[src/rtl/char_text_buffer.sv]
// 16x16 character text buffer: 256x7 text RAM with a registered glyph read path
// and a command port (put/setcur/clear) driven by game logic.
module char_text_buffer (
  input  logic        clk,
  input  logic        rst,
  input  logic [7:0]  char_yx,
  input  logic [3:0]  char_line,
  output logic [6:0]  char_code,
  output logic [10:0] font_addr,
  input  logic        cmd_valid,
  output logic        cmd_ready,
  input  logic [1:0]  cmd_op,
  input  logic [7:0]  cmd_data,
  output logic [7:0]  cursor,
  output logic        busy
);

  typedef enum logic {
    IDLE  = 1'b0,
    CLEAR = 1'b1
  } state_t;

  localparam logic [1:0] OP_PUT = 2'b00;
  localparam logic [1:0] OP_SET = 2'b01;
  localparam logic [1:0] OP_CLR = 2'b10;

  state_t     state;
  state_t     state_nxt;
  logic [7:0] clr_cnt;
  logic [6:0] ram [256];

  logic       we;
  logic [7:0] wa;
  logic [6:0] wd;

  logic accept;
  logic op_put;
  logic op_set;
  logic op_clr;
  logic is_nl;
  logic is_print;

  assign accept   = cmd_valid & cmd_ready;
  assign op_put   = accept & (cmd_op == OP_PUT);
  assign op_set   = accept & (cmd_op == OP_SET);
  assign op_clr   = accept & (cmd_op == OP_CLR);
  assign is_nl    = cmd_data == 8'h0A;
  assign is_print = (cmd_data >= 8'h20) && (cmd_data <= 8'h7E);

  always_ff @(posedge clk or negedge rst) begin
    if (!rst) begin
      state <= CLEAR;
    end else begin
      state <= state_nxt;
    end
  end

  always_comb begin
    state_nxt = state;
    unique case (state)
      IDLE:  if (op_clr) state_nxt = CLEAR;
      CLEAR: if (clr_cnt == 8'hFF) state_nxt = IDLE;
      default: state_nxt = CLEAR;
    endcase
  end

  // Writes are gated by rst so a reset mid-clear leaves the rest of RAM alone
  always_comb begin
    cmd_ready = 1'b0;
    busy      = 1'b0;
    we        = 1'b0;
    wa        = cursor;
    wd        = 7'h20;
    unique case (state)
      IDLE: begin
        cmd_ready = 1'b1;
        we        = op_put & ~is_nl;
        wd        = is_print ? cmd_data[6:0] : 7'h3F;
      end
      CLEAR: begin
        busy = 1'b1;
        we   = rst;
        wa   = clr_cnt;
      end
      default: busy = 1'b1;
    endcase
  end

  always_ff @(posedge clk) begin
    if (we) ram[wa] <= wd;
  end

  always_ff @(posedge clk or negedge rst) begin
    if (!rst) begin
      char_code <= '0;
      font_addr <= '0;
    end else begin
      char_code <= ram[char_yx];
      font_addr <= {ram[char_yx], char_line};
    end
  end

  always_ff @(posedge clk or negedge rst) begin
    if (!rst) begin
      clr_cnt <= '0;
    end else if (state == CLEAR) begin
      clr_cnt <= clr_cnt + 8'd1;
    end else begin
      clr_cnt <= '0;
    end
  end

  always_ff @(posedge clk or negedge rst) begin
    if (!rst) begin
      cursor <= '0;
    end else begin
      unique case (1'b1)
        op_put: begin
          if (is_nl) cursor <= {cursor[7:4] + 4'd1, 4'd0};
          else       cursor <= cursor + 8'd1;
        end
        op_set:  cursor <= cmd_data;
        op_clr:  cursor <= '0;
        default: cursor <= cursor;
      endcase
    end
  end

endmodule

[config.mk]
export PLATFORM = sky130hd
export DESIGN_NAME = char_text_buffer
export DESIGN_NICKNAME = d
export VERILOG_FILES = /design/src/rtl/char_text_buffer.sv
export SDC_FILE = /design/constraint.sdc
export NUM_CORES = 2
export LEC_CHECK = 0
export BUFFER_PORTS_ARGS = -buffer_cell sky130_fd_sc_hd__buf_2
export CAP_MARGIN = 20
export CORE_MARGIN = 2
export CORE_UTILIZATION = 55
export DETAILED_ROUTE_END_ITERATION = 10
export HOLD_SLACK_MARGIN = 0.05
export PLACE_DENSITY = 0.8
export SLEW_MARGIN = 15
export SYNTH_ARGS = -nofsm -noshare
export SYNTH_HDL_FRONTEND = slang
export SYNTH_SLANG_ARGS = --single-unit
[constraint.sdc]
create_clock -name clk -period 20.3 [get_ports clk]
set_clock_uncertainty 0.1 [all_clocks]
set_input_delay 0 -clock clk [delete_from_list [all_inputs] [get_ports clk]]
set_output_delay 0 -clock clk [all_outputs]
set_load 0.01 [all_outputs]
==> key figures <==
Worst setup path
  – Kind of critical path: input pin to flop
  – Crit. End Element: flop
  – R2R Setup Slk: 15.76 ns
  – Crit path largest cell delay: 0.91 ns
  – Top delay family on crit path: buffers and inverters
  – WP buf/inv: 5
  – Slowest CP cell: buf_4
  – Crit start category: input pin
  – Worst reg2reg path depth: 4
  – Reg-to-Reg Start: state
  – Worst-path cell chain: buf_8 > buf_4 > buf_4 > buf_12 > buf_4 > mux4_2 > a22oi_1 > a21oi_1 > a211oi_1 > a21boi_0 > o32ai_1
  – CP most frequent cell: buf_4
  – CP Data Arrival Time: 5.27 ns
  – Worst R2R End: ram[89][0]
  – Crit-path max FO: 112
  – Worst Path Required: 20.81 ns

Synth
  – Adder-Cell Fraction of Synth Area: 0.05240%
  – Cell taking the most area after synthesis: edfxtp_1
  – Mapped Area: 0.07163 mm2
  – Largest family of logic cells by synthesized area: multiplexers
  – Ys async rst share: 1.538%
  – Proportion of netlist area held by the largest area contributor: 75.13%
  – YS warnings: 0
  – Yosys reg bits: 1820
  – Post-synthesis mux area share: 15.45%
  – Top post-synthesis cells by area: edfxtp_1 (75%), mux4_2 (13%), mux2i_1 (2.6%)
  – Synth cell types: 61
  – Post-Synth XOR/XNOR Area: 0.09782%
  – Post-synthesis compound-gate area fraction: 2.971%
  – Avg Cell Area, Syn: 20.34 um2
  – Post-synth EDFFs: 1792
  – Cells after Synth: 3521
  – Post-synth net total: 3549
  – Synth Flop Type: edfxtp_1
  – Synth Area in Simple Gates: 3.385%
  – Sequential area share after synthesis: 76.11%

Run
  – MaxCap Viol Count: 0

Timing
  – Setup TNS: 0 ns
  – Final Hold Vio Count: 0
  – Max Clock Freq: 210.4 MHz
  – Minimum clock period: 4.753 ns
  – Final period util: 23.41%
  – RSZ-0062 raised after global routing: false
  – Max Slew Vio Count: 0
  – Hold slack: 0.1553 ns
  – Max-slew headroom: 18.77%
  – Final setup viols: 0
  – Slew @ Worst Pin: 1.211 ns

Global routing
  – Number of global-route vias before repair: 36950
  – First-pass GRT wire length: 253.6 mm
  – GRT busiest layer: met2
  – Total track usage: 26.43%
  – Largest net degree at the start of global routing: 257
  – Gr ovfl total: 0
  – Initial antenna violation count: 4
  – M1 GR Usage: 34.93%
  – Met2 GRT Util: 40.89%
  – Grt met3 use: 7.184%

Floorplan
  – I/O pins: 53
  – Starting Density: 55.39%
  – Die Y: 364.9 um
  – Row count: 132
  – Die Wd: 364.9 um
  – Die area: 0.1331 mm2
  – Core Box Area: 0.1293 mm2

Clock tree
  – Clock-pin slew on the worst setup and hold paths: 0.07 ns
  – Num Clock Sinks: 1820
  – CTS tree: done
  – CTS root buf: clkbuf_16
  – CTS buffer count: 172
  – H-Tree Depth: 4
  – Clock buffer depth: 3
  – Latest clock arrival within the worst-skew pair: 0.78 ns

Power and ir drop
  – Switching Fraction: 22.87%
  – Comb power frac: 7.1%
  – Pwr dens: 98.08 mW/mm2
  – Pint: 5.992 mW
  – P_sw: 1.777 mW
  – Clock power share: 39.6%
  – Lkg Pwr: 25.07 nW
  – Sequential share of power: 53.4%
  – Worst IR Drop VDD: 0.00007633 V

Placed design
  – Number of buffers added on ports: 52
  – Gpl congestion: 0.8788
  – Post-DP HPWL: 98.93 mm

Drt
  – Routed Antenna Nets: 0
  – DR WL/cell: 31.58 um
  – Via count: 37050
  – DRT iter0 DRCs: 5743
  – Drt pass-1 iters: 6
  – DR DRC count: 0
  – Via-to-Cell Ratio: 6.714
  – DRT Wirelength: 174.3 mm

Finish
  – Layout Nets: 3667
  – Most common cell after layout, fill and taps aside: edfxtp_1
  – N_diodes: 0
  – Layout cells sized above 1: 20.84%
  – Syn-to-layout area delta: 10.59%
  – Most frequent cells in the layout: edfxtp_1 (1792), mux4_2 (398), nor2_1 (303)
  – Fillers: 8313

Run status
  – Status: finished, final reports clean

Hold path
  – WHS Path Cells: 4
  – Hold_sp: cmd_op[1]
  – Hold Path Class: input pin to flop
  – Worst Hold Path EP: state
==> stage by stage <==
step | power, mW | setup WS (ns) | std cells | cell area [um2] | util [%]
6_report | 7.769 | 15.55 | 5519 | 79220 | 61.26
5_1_grt | 7.941 | 15.05 | 5519 | 79220 | 61.26
4_1_cts | 7.766 | 14.98 | 5515 | 79140 | 61.20
3_5_place_dp | 4.738 | 14.18 | 5155 | 73330 | 56.70
3_3_place_gp | 4.725 | 14.18 | 5153 | 73290 | 56.68
2_1_floorplan | 4.536 | 1.570 | 3521 | 71630 | -
==> how the worst max path moves through the flow <==
stage                               to  startpoint  slack, ns  cells after the start
after detailed placement  font_addr[7]  char_yx[0]      14.18                     11
final                     font_addr[7]  char_yx[0]      15.55                     11
after global placement    font_addr[7]  char_yx[0]      14.18                     11
after floorplan              ram[0][6]       state       1.57                      4
after CTS                 font_addr[7]  char_yx[0]      14.98                     11
after global routing      font_addr[7]  char_yx[0]      15.05                     11
==> worst reg2reg max path, delay by kind of cell, from the launching register on <==
| family | cells | cell delay (ns) |
|---|---|---|
| buffers and inverters | 1 | 0.37 |
| DFF | 1 | 1.02 |
| and+or+nand+nor | 2 | 1.57 |
| AOI/OAI and AO/OA | 1 | 1.11 |
==> power groups by stage <==
stage | combinational [mW] | sequential, mW | clock [mW]
4_1_cts | 0.535 | 4.14 | 3.09
5_1_grt | 0.568 | 4.15 | 3.23
6_report | 0.550 | 4.15 | 3.07
3_3_place_gp | 0.505 | 4.22 | 0
3_5_place_dp | 0.515 | 4.22 | 0
2_1_floorplan | 0.324 | 4.21 | 0
==> cell usage after synthesis (all sizes together) (4+ instances only) <==
master   count
o22ai       31
mux4       398
and2         6
a221oi       9
a21oi       66
nor4        11
nor2       309
o32ai        6
nand3       46
mux2        19
nor3        40
a22o        13
inv         12
nand2       96
edfxtp    1792
or3          5
o221ai      52
buf        138
o31ai        8
nor2b       11
a22oi       57
nand2b       7
dfrtp       27
mux2i      189
clkbuf      77
and3         8
o211ai       4
a2111oi      4
o21ai       24
a211oi       9
xnor2        5
==> registers in the layout, indices dropped and copies added, names as in the netlist <==
| signal | flops |
|---|---|
| char_code | 1 |
| cursor | 8 |
| clr_cnt | 8 |
| font_addr | 10 |
| ram | 1792 |
| state | 1 |
==> cell families after synthesis <==
family                     Yosys count
AOI/OAI and AO/OA                  302
xor gates and xnor gates             8
adders and majority gates            3
buffers and inverters              227
DFF                               1820
muxes                              606
and+or+nand+nor                    555
==> layout make-up <==
class / instances / area [um2] / share of cell area [%]
Tap cell: 1742 / 2180 / 2.751
Clock inverter: 96 / 763.2 / 0.9635
Clock buffer: 216 / 4563 / 5.760
Inverter: 12 / 47.55 / 0.06002
Timing Repair Buffer: 159 / 1346 / 1.700
Multi-Input combinational cell: 1474 / 15800 / 19.95
Sequential cell: 1820 / 54510 / 68.82
==> routing by layer <==
layer | wire [um] | part of all wire, %
met1 | 61070 | 35
met2 | 82990 | 48
met3 | 20820 | 12
met4 | 9347 | 5.4
met5 | 57 | 0.033
==> timing repair <==
action                                 in CTS  in global routing
buffers inserted                            0                  0
hold buffers                               48                  0
endpoints found under the hold margin     274                  0
gates resized for setup                     0                  0
(Power assumes the default switching activity.)
